### config.mk
export PLATFORM = sky130hd
export DESIGN_NAME = step_ctrl
export DESIGN_NICKNAME = d
export VERILOG_FILES = /design/src/rtl/step_ctrl.sv
export SDC_FILE = /design/constraint.sdc
export NUM_CORES = 1
export LEC_CHECK = 0
export ABC_AREA = 1
export BUFFER_PORTS_ARGS = -buffer_cell sky130_fd_sc_hd__buf_2
export CORE_MARGIN = 2
export CORE_UTILIZATION = 25
export CTS_BUF_LIST = sky130_fd_sc_hd__clkbuf_4 sky130_fd_sc_hd__clkbuf_8
export DETAILED_ROUTE_END_ITERATION = 8
export PLACE_DENSITY_LB_ADDON = 0.2
export SLEW_MARGIN = 10
export SYNTH_ARGS = -nofsm -noshare
export SYNTH_HDL_FRONTEND = slang
export SYNTH_SLANG_ARGS = --single-unit
### constraint.sdc
create_clock -name clk -period 1.26 [get_ports clk]
set_input_delay 0 -clock clk [delete_from_list [all_inputs] [get_ports clk]]
set_output_delay 0 -clock clk [all_outputs]
set_load 0.05 [all_outputs]
### src/rtl/step_ctrl.sv
// step_ctrl: turns rising edges of the divided clock into single-cycle
// processor clock-enable pulses, with free-run, single-step and halt modes.
module step_ctrl #(
    parameter int unsigned SYNC_STAGES = 2,
    parameter int unsigned CNT_W       = 16
) (
    input  logic             clk,
    input  logic             rst,
    input  logic             clk_div,
    input  logic             run,
    input  logic             step,
    input  logic             halt,
    output logic             cpu_en,
    output logic [CNT_W-1:0] ticks,
    output logic [1:0]       state,
    output logic             halted
);

    typedef enum logic [1:0] {
        IDLE   = 2'b00,
        RUN    = 2'b01,
        ARMED  = 2'b10,
        HALTED = 2'b11
    } state_t;

    state_t                 state_q;
    logic [SYNC_STAGES-1:0] div_sync;
    logic [SYNC_STAGES-1:0] step_sync;
    logic                   div_prev;
    logic                   step_prev;
    logic                   div_rise_c;
    logic                   step_rise_c;

    // Synchronize the asynchronous divider toggle and pushbutton, keep one
    // extra flop of history for edge detection
    always_ff @(posedge clk or negedge rst) begin
        if (!rst) begin
            div_sync  <= '0;
            step_sync <= '0;
            div_prev  <= 1'b0;
            step_prev <= 1'b0;
        end else begin
            div_sync  <= {div_sync[SYNC_STAGES-2:0], clk_div};
            step_sync <= {step_sync[SYNC_STAGES-2:0], step};
            div_prev  <= div_sync[SYNC_STAGES-1];
            step_prev <= step_sync[SYNC_STAGES-1];
        end
    end

    // Rising-edge strobes; falling edges of either input are ignored
    assign div_rise_c  = div_sync[SYNC_STAGES-1] & ~div_prev;
    assign step_rise_c = step_sync[SYNC_STAGES-1] & ~step_prev;

    // Mode FSM with registered enable pulse, step counter and halted flag
    always_ff @(posedge clk or negedge rst) begin
        if (!rst) begin
            state_q <= IDLE;
            cpu_en  <= 1'b0;
            ticks   <= '0;
            halted  <= 1'b0;
        end else begin
            cpu_en <= 1'b0;
            case (state_q)
                IDLE: begin
                    if (halt) begin
                        state_q <= HALTED;
                        halted  <= 1'b1;
                    end else if (run) begin
                        state_q <= RUN;
                    end else if (step_rise_c) begin
                        state_q <= ARMED;
                    end
                end
                RUN: begin
                    if (halt) begin
                        state_q <= HALTED;
                        halted  <= 1'b1;
                    end else if (!run) begin
                        state_q <= IDLE;
                    end else if (div_rise_c) begin
                        cpu_en <= 1'b1;
                        ticks  <= ticks + CNT_W'(1);
                    end
                end
                ARMED: begin
                    // run and further step requests are deliberately ignored here
                    if (halt) begin
                        state_q <= HALTED;
                        halted  <= 1'b1;
                    end else if (div_rise_c) begin
                        cpu_en  <= 1'b1;
                        ticks   <= ticks + CNT_W'(1);
                        state_q <= IDLE;
                    end
                end
                HALTED: begin
                    state_q <= HALTED;
                    halted  <= 1'b1;
                end
            endcase
        end
    end

    assign state = state_q;

endmodule

==> flow_summary.toml <==
[run_status]
outcome = "finished with violations"
violations = "negative setup slack"

[critical_path]
r2r_setup_slack_ns = -0.16
worstSetupPathType = "reg2reg"
cp.required_ns = 1.42
cp_slowest_cell = "dfrtp_2"
path_max_fanout = 12
crit_path_cell_trace = "inv_4 > ha_4 > inv_2 > nand2_2 > nand2_2 > nor2_4 > clkbuf_16 > nand2_4 > xnor2_2"
crit_top_cell = "nand2_2"
startpoint_type = "flip-flop"
slowest_delay_ns = 0.46
crit_arrival_ns = 1.58
end_kind = "flip-flop"

[run]
max-cap-violations = 0

[yosys]
synth-edff-count = 0
synthArstFlopShare_pct = 100
synth_flop_cell = "dfrtp_1"
yosys-top-cells-area = "dfrtp_1, nand2_1, inv_1"
yosysWarnings = 0
syn_area_um2 = 1400
synth_top_area_share_pct = 46.5
synthCells = 170
yosys.area.top_type = "dfrtp_1"
syn-num-nets = 181
yosysMostFrequentCell = "nand2_1"
netlist-cell-type-count = 21
yosysSeqAreaShare_pct = 46.5
ys_ff_latch = 26
ys_top_cells_by_count = "nand2_1, inv_1, dfrtp_1, nand3_1, nor2_1"
synth_area_per_cell_um2 = 8.24

[sta]
rsz0062_at_grt = "yes"
setup_viol = 18
drv_slew = 0
clock.fmax_ghz = 0.706
min_period_over_period_pct = 112
fin_skew_ns = 0.00940
fin_crit_ns = 1.42
final.setup.worst_slack_ns = -0.157
maxSlewHeadroom_pct = 59.7
tightest_slew_ns = 0.605
final-hold-violation-count = 0

[drt]
drt-total-wl_mm = 2.79
dr_total_vias = 1127
routedWlPerCell_um = 9.83
avgViaCountPerCell = 3.97
firstDrtPassIters = 4
drc = 0
ant_nets = 0
drtIter0Drc = 55

[grt]
grt_pass1_wl_mm = 4.57
grt_overflow = 0
antenna_found_initial = 0
grt_pass1_vias = 996
grt_max_degree = 27
grt_usage_pct = 9.23

[clock_network]
clk_path_buf_depth = 2
cts_buffers = 3
cts_tree = "built"
clk_latency_ns = 0.27
cts_root_buf = "clkbuf_8"
clock_sinks = 26
htree_levels = 1
cts.reportedPaths.clkPinSlew_ns = 0.09

[power]
p_leak_nw = 1.02
p_per_area_nw_per_um2 = 1540
peakVddDrop_mv = 0.654
finalPower_w = 0.00289

[layout]
nets = 224
diodes = 0
synthToLayoutAreaGrowth_pct = 34.1
drive_above_1_share_pct = 33.5
final_cells = 284
fin_util_pct = 34.3
postLayoutCellArea_um2 = 1880

[placed_design]
place_area_um2 = 1710
port_buffers = 25
hpwl_mm = 1.96
numPlacedInstances = 273
gp_congestion = 0.783
dpl_worst_slack_ns = -0.171

[die]
dieHeight_um = 78.8
start_util_pct = 25.6
dieArea_um2 = 6210
rows = 27
io_pins = 26
coreArea_um2 = 5470
die-width_um = 78.8

[min_path]
hold_path.class = "in2reg"
final timing paths:
| kind | startpoint | to | cells after the start |
|---|---|---|---|
| worst max-delay path | state[0] | ticks[6] | 9 |
| worst min-delay path | run | cpu_en | 5 |
| worst max register to register | state[0] | ticks[6] | 9 |
| worst min register to register | step_sync[0] | step_sync[1] | 0 |
| max in group asynchronous | rst | state[1] | 2 |
| min in group asynchronous | rst | ticks[10] | 2 |
stage by stage:
step | hold slack (ns) | setup TNS [ns]
5_1_grt | 0.146 | -3.76
2_1_floorplan | -0.296 | -4.17
4_1_cts | 0.140 | -2.45
6_report | 0.150 | -2.08
3_5_place_dp | 0.0609 | -2.41
3_3_place_gp | 0.0640 | -2.29
metal layers:
layer | vias up | share of wire (%) | GRT usage, % | wire [um]
li1 | 605 | - | - | -
met1 | 507 | 49 | 12.0 | 1370
met2 | 13 | 46 | 14.9 | 1300
met3 | 2 | 3.4 | 2.16 | 96
met4 | 0 | 1.2 | 3.62 | 33
met5 | - | 0 | 0 | 0
placed cells by master, fill, tap and decap left out, types with 4 or more instances in the layout:
cell type / Yosys / routed
buf_2: 0 / 25
buf_4: 0 / 7
dfrtp_1: 26 / 22
dfrtp_2: 0 / 4
dlygate4sd3_1: 0 / 4
inv_1: 28 / 24
inv_2: 4 / 6
nand2_1: 55 / 51
nand2_2: 3 / 5
nand3_1: 11 / 10
nand4_1: 8 / 8
nor2_1: 10 / 10
layout make-up:
class | instances | area (um2)
multi-input combinational | 110 | 673
clock buffer | 4 | 48.8
timing repair buffer | 40 | 285
inverter | 32 | 125
sequential | 26 | 656
tap | 72 | 90.1
fill | 601 | 3590
report_power, final:
part	total (W)	internal (W)	switching, W
clock network	0.000507	0.000248	0.000259
logic	0.00135	0.000563	0.000790
registers	0.00103	0.000940	0.0000897
total	0.00289	0.00175	0.00114
state kept, by name, summed over array words and instances, names as in the netlist:
| register | count |
|---|---|
| ticks | 16 |
| div_sync | 2 |
| state | 2 |
| step_sync | 2 |
| cpu_en | 1 |
| div_prev | 1 |
| halted | 1 |
| step_prev | 1 |
worst max-delay path, delay by kind of cell (launching register included):
family                   cells  cell delay, ns
XOR/XNOR                     1            0.12
buffers and inverters        3            0.31
flip-flops                   1            0.46
AND/OR/NAND/NOR              4            0.29
adder cells (fa/ha/maj)      1            0.13
what timing repair did:
action,4_1_cts,5_1_grt
pin swaps,0,4
endpoints found under the hold margin,29,0
resized for setup,1,11
hold buffers,4,0
buffers inserted,0,2
cloned,0,1
setup endpoints to repair,18,19
cells by family after synthesis:
| group | after synthesis | share of synthesized area [%] |
|---|---|---|
| simple gates | 93 | 31.3 |
| buf+inv | 34 | 10.2 |
| flops | 26 | 46.5 |
| xor+xnor | 7 | 5.45 |
| compound gates | 5 | 2.14 |
| fa+ha+maj | 5 | 4.47 |
No activity file was read; power rests on OpenSTA's default activity.
